**config.mk**
```make
export PLATFORM = sky130hd
export DESIGN_NAME = fsm_alu_seq
export DESIGN_NICKNAME = d
export VERILOG_FILES = /design/src/rtl/fsm_alu_seq.sv
export SDC_FILE = /design/constraint.sdc
export NUM_CORES = 1
export LEC_CHECK = 0
export CORE_MARGIN = 3
export CORE_UTILIZATION = 50
export CTS_CLUSTER_SIZE = 14
export DETAILED_ROUTE_END_ITERATION = 7
export GPL_ROUTABILITY_DRIVEN = 0
export GPL_TIMING_DRIVEN = 0
export PLACE_DENSITY = 0.82
export RECOVER_POWER = 25
export SYNTH_ARGS = -nofsm -noshare
export SYNTH_HDL_FRONTEND = slang
export SYNTH_SLANG_ARGS = --single-unit
```
**constraint.sdc**
```tcl
create_clock -name clk -period 4.2 [get_ports clk]
set_clock_uncertainty 0.1 [all_clocks]
set_input_delay 1.05 -clock clk [delete_from_list [all_inputs] [get_ports clk]]
set_output_delay 1.05 -clock clk [all_outputs]
set_load 0.05 [all_outputs]
```
**src/rtl/fsm_alu_seq.sv**
```systemverilog
// Four-state Moore sequencer (S0->S1->S2->S3) with a per-state ALU and registered result, flags and wrap counter.
// Optional macro FSM_ALU_SAT_EN: saturate the S1 subtract at zero and the S2 add at all-ones.
module fsm_alu_seq #(
    parameter int WIDTH  = 4,
    parameter int OFFSET = 4,
    parameter int CNT_W  = 8
) (
    input  logic             clk,
    input  logic             reset,
    input  logic             in_valid,
    input  logic             input_bit,
    input  logic [WIDTH-1:0] RA,
    input  logic [WIDTH-1:0] RB,
    output logic [WIDTH-1:0] RA_out,
    output logic [WIDTH-1:0] RC,
    output logic             rc_valid,
    output logic             flag,
    output logic             output_bit,
    output logic [1:0]       present_state,
    output logic [1:0]       next_state,
    output logic [CNT_W-1:0] wrap_count
);

    typedef enum logic [1:0] {
        S0 = 2'b00,
        S1 = 2'b01,
        S2 = 2'b10,
        S3 = 2'b11
    } state_t;

    localparam logic [WIDTH-1:0] OFF_W = WIDTH'(OFFSET);

    state_t           state_q, state_d;
    logic [WIDTH:0]   diff, sum;
    logic [WIDTH-1:0] alu_res;
    logic             alu_flag;

    always_comb begin
        state_d = state_q;
        if (in_valid && !input_bit) begin
            case (state_q)
                S0:      state_d = S1;
                S1:      state_d = S2;
                S2:      state_d = S3;
                default: state_d = S0;
            endcase
        end
    end

    // Both wide results are always formed; bit WIDTH is the borrow/carry.
    always_comb begin
        diff     = {1'b0, RA} - {1'b0, RB};
        sum      = {1'b0, ~RA} + {1'b0, OFF_W};
        alu_res  = '0;
        alu_flag = 1'b0;
        case (state_q)
            S0: begin
                alu_res  = RA | RB;
                alu_flag = (alu_res == '0);
            end
            S1: begin
                alu_flag = diff[WIDTH];
`ifdef FSM_ALU_SAT_EN
                alu_res  = diff[WIDTH] ? '0 : diff[WIDTH-1:0];
`else
                alu_res  = diff[WIDTH-1:0];
`endif
            end
            S2: begin
                alu_flag = sum[WIDTH];
`ifdef FSM_ALU_SAT_EN
                alu_res  = sum[WIDTH] ? '1 : sum[WIDTH-1:0];
`else
                alu_res  = sum[WIDTH-1:0];
`endif
            end
            default: begin
                alu_res  = RA ^ RB;
                alu_flag = (alu_res == '0);
            end
        endcase
    end

    always_ff @(posedge clk) begin
        if (!reset) begin
            state_q    <= S0;
            RA_out     <= '0;
            RC         <= '0;
            flag       <= 1'b0;
            rc_valid   <= 1'b0;
            wrap_count <= '0;
        end else begin
            state_q  <= state_d;
            rc_valid <= in_valid;
            if (in_valid) begin
                RA_out <= ~RA;
                RC     <= alu_res;
                flag   <= alu_flag;
            end
            if (state_q == S3 && state_d == S0)
                wrap_count <= wrap_count + CNT_W'(1);
        end
    end

    assign present_state = state_q;
    assign next_state    = state_d;
    assign output_bit    = (state_q == S1);

endmodule

```
==> out/results.ini <==
[timing]
tns_ps=0
tightest_slew_ps=559
max_freq_mhz=246
finalCriticalPeriod_ps=4060
relSlewSlack_pct=62.7
layout_worst_path_cycle_share_pct=96.7
hold_violations=0
rsz0062_at_grt=false
finalSetupViolCount=0
finalMaxSlewViolations=0

[synth]
yosys_warnings=0
seq_area_frac_synth_pct=30.9
synthCells=147
synth.distinct_cells=41
synth.net_count=175
synth_ff_type=dfxtp_1
synth_top_area_share_pct=30.9
synth.ff_latch_count=20
synth_area_sq_mm=0.00129
synth_edf_count=0
yosysTopAreaCell=dfxtp_1
postSynth.asyncResetShare_pct=0
synth.area.top_cells=dfxtp_1, ha_1, inv_1, nand2_1, nand2b_1
syn_avg_cell_area_sq_um=8.80

[global_route]
track_usage_pct=21.2
gr-usage-met2_pct=34.5
met1_usage_pct=28.7
antenna_found_initial=0
overflow=0
grt_max_degree=12
grt_pass1_wl_microns=5550
grt-busiest-layer=met2
grt_pass1_vias=1165
grt_use_met3_pct=4.14

[setup_path]
crit_required_ps=3050
cp_common_cell=clkdlybuf4s50_1
rr_startpoint=present_state[0]
crit_slowest_cell=clkdlybuf4s50_1
cp.arrival_ps=2910
cp-startpoint=in_valid
crit_fanout=8
worst-path-buf-inv=2
critPathMaxStageDelay_ps=800
path_cells=clkdlybuf4s50_1, nand2b_1, mux2_2, clkdlybuf4s50_1
crit_family=buffers and inverters
critPathKind=in -> out
setup.worst_path.start_class=input pin
r2r_setup_slack_ps=1810
cp-end-kind=output pin

[final_layout]
ff_latch_area_sq_um=400
fill_cells=186
fin_nets=214
drive_gt1_share_pct=5.41
multiInputGateArea_sq_um=791
area_growth_syn_to_layout_pct=31.0
stdcell_count=213
antenna_cells=0

[pwr]
peakVddDrop_mv=0.235
leakagePower_nw=0.747
p_per_area_mw_per_mm2=265

[floorplanning]
die_y_microns=56.9
fp.dieArea_sq_mm=0.00323
rows=17
boundaryPins=35
dieWidth_microns=56.9
core-area_sq_mm=0.00234
start_util_pct=55.3

[run_status]
status=completed

[clock_tree]
postCtsHoldBufs=0
cts_buffer_depth=2
numClockSinks=20
cts_setup_buffers=0
cts_tree=done
clk_latency_ps=300
clk_pin_slew_ps=120
cts_made_buffers=3
cts_resized=0
cts_max_level=1
root_buffer=clkbuf_4

[routing]
vias_per_cell=5.76
drc=0
drtAntennaViolNets=0
post_drt_wl_per_cell_microns=15.1
firstDrtPassIters=4
totalWireLength_microns=3210
vias=1226
drt-initial-drc-count=34

[placed_design]
dp_cells=209
hpwl_microns=2540
numPortBuffers=34

[run]
maxCapViolCount=0

[min_path]
hp-class=reg -> reg
hold_start=wrap_count[7]

cell families (layout without fill, tap and decap cells):
group                      Yosys count  in the layout  share of synthesized area [%]
xor gates and xnor gates             1              1                          0.677
muxes                                3              3                           2.42
and+or+nand+nor                     41             41                           16.8
DFF                                 20             20                           30.9
buffers and inverters               24             62                           7.54
AOI/OAI and AO/OA                   42             42                           25.5
adders and majority gates           16             16                           16.1
cells in the mapped netlist, drive strengths merged (4+ instances only):
cell,count
a31oi,5
clkbuf,4
dfxtp,20
ha,15
inv,19
nand2,12
nand2b,7
nand3,6
o211a,4
o21ai,10
metrics by stage:
step	util (%)	instance area (sq um)	worst slack (ps)	hold slack [ps]	total power, mW
CTS	72.9	1710	93.0	398	0.451
global route	72.5	1700	19.7	421	0.472
global placement	71.3	1670	177	358	0.334
detailed placement	71.3	1670	94.4	375	0.337
floorplan	-	1290	680	580	0.290
finish	72.5	1700	138	391	0.449
path summary, 6_finish.rpt:
kind,endpoint,depth (start not counted)
setup / recovery,next_state[1],4
hold / removal,wrap_count[7],2
setup reg to reg,wrap_count[1],7
hold reg to reg,wrap_count[7],2
area by class of cell:
type / count / share of cell area (%)
Timing Repair Buffer: 34 / 20.2
Inverter: 19 / 4.21
Buffer: 5 / 1.11
Multi-Input combinational cell: 103 / 46.6
Sequential cell: 20 / 23.6
Clock buffer: 4 / 2.14
Tap cell: 28 / 2.07
registers in the layout (all words and copies together), names as in the netlist:
signal	flops
RA_out	4
wrap_count	8
rc_valid	1
RC	4
flag	1
present_state	2
where the power goes:
group	switching, mW	internal (mW)	total [mW]
clock	0.0629	0.0529	0.116
sequential	0.00615	0.198	0.204
combinational	0.0797	0.0495	0.129
cell usage in the layout, fill, tap and decap left out, drive strengths merged, types with 4 or more instances in the layout:
| cell type | netlist | routed |
|---|---|---|
| o211a | 4 | 4 |
| o21ai | 10 | 10 |
| ha | 15 | 15 |
| dfxtp | 20 | 20 |
| clkbuf | 4 | 9 |
| nand3 | 6 | 6 |
| inv | 19 | 19 |
| clkdlybuf4s50 | 0 | 32 |
| nand2b | 7 | 7 |
| a31oi | 5 | 5 |
| nand2 | 12 | 12 |
worst register-to-register path, cell delays in order (launching register included):
cell and delay (ps):
dfxtp_1 470, inv_1 100, ha_1 310, and4bb_1 210
a22oi_1 300, clkbuf_1 490, mux2i_1 260, nor2b_1 60
routing by layer:
metal | up-vias | wire length, microns | share of wire, %
li1 | 600 | - | -
met1 | 588 | 1440 | 45
met2 | 36 | 1570 | 49
met3 | 2 | 183 | 5.7
met4 | 0 | 16 | 0.50
met5 | - | 0 | 0
(Power assumes the default switching activity.)
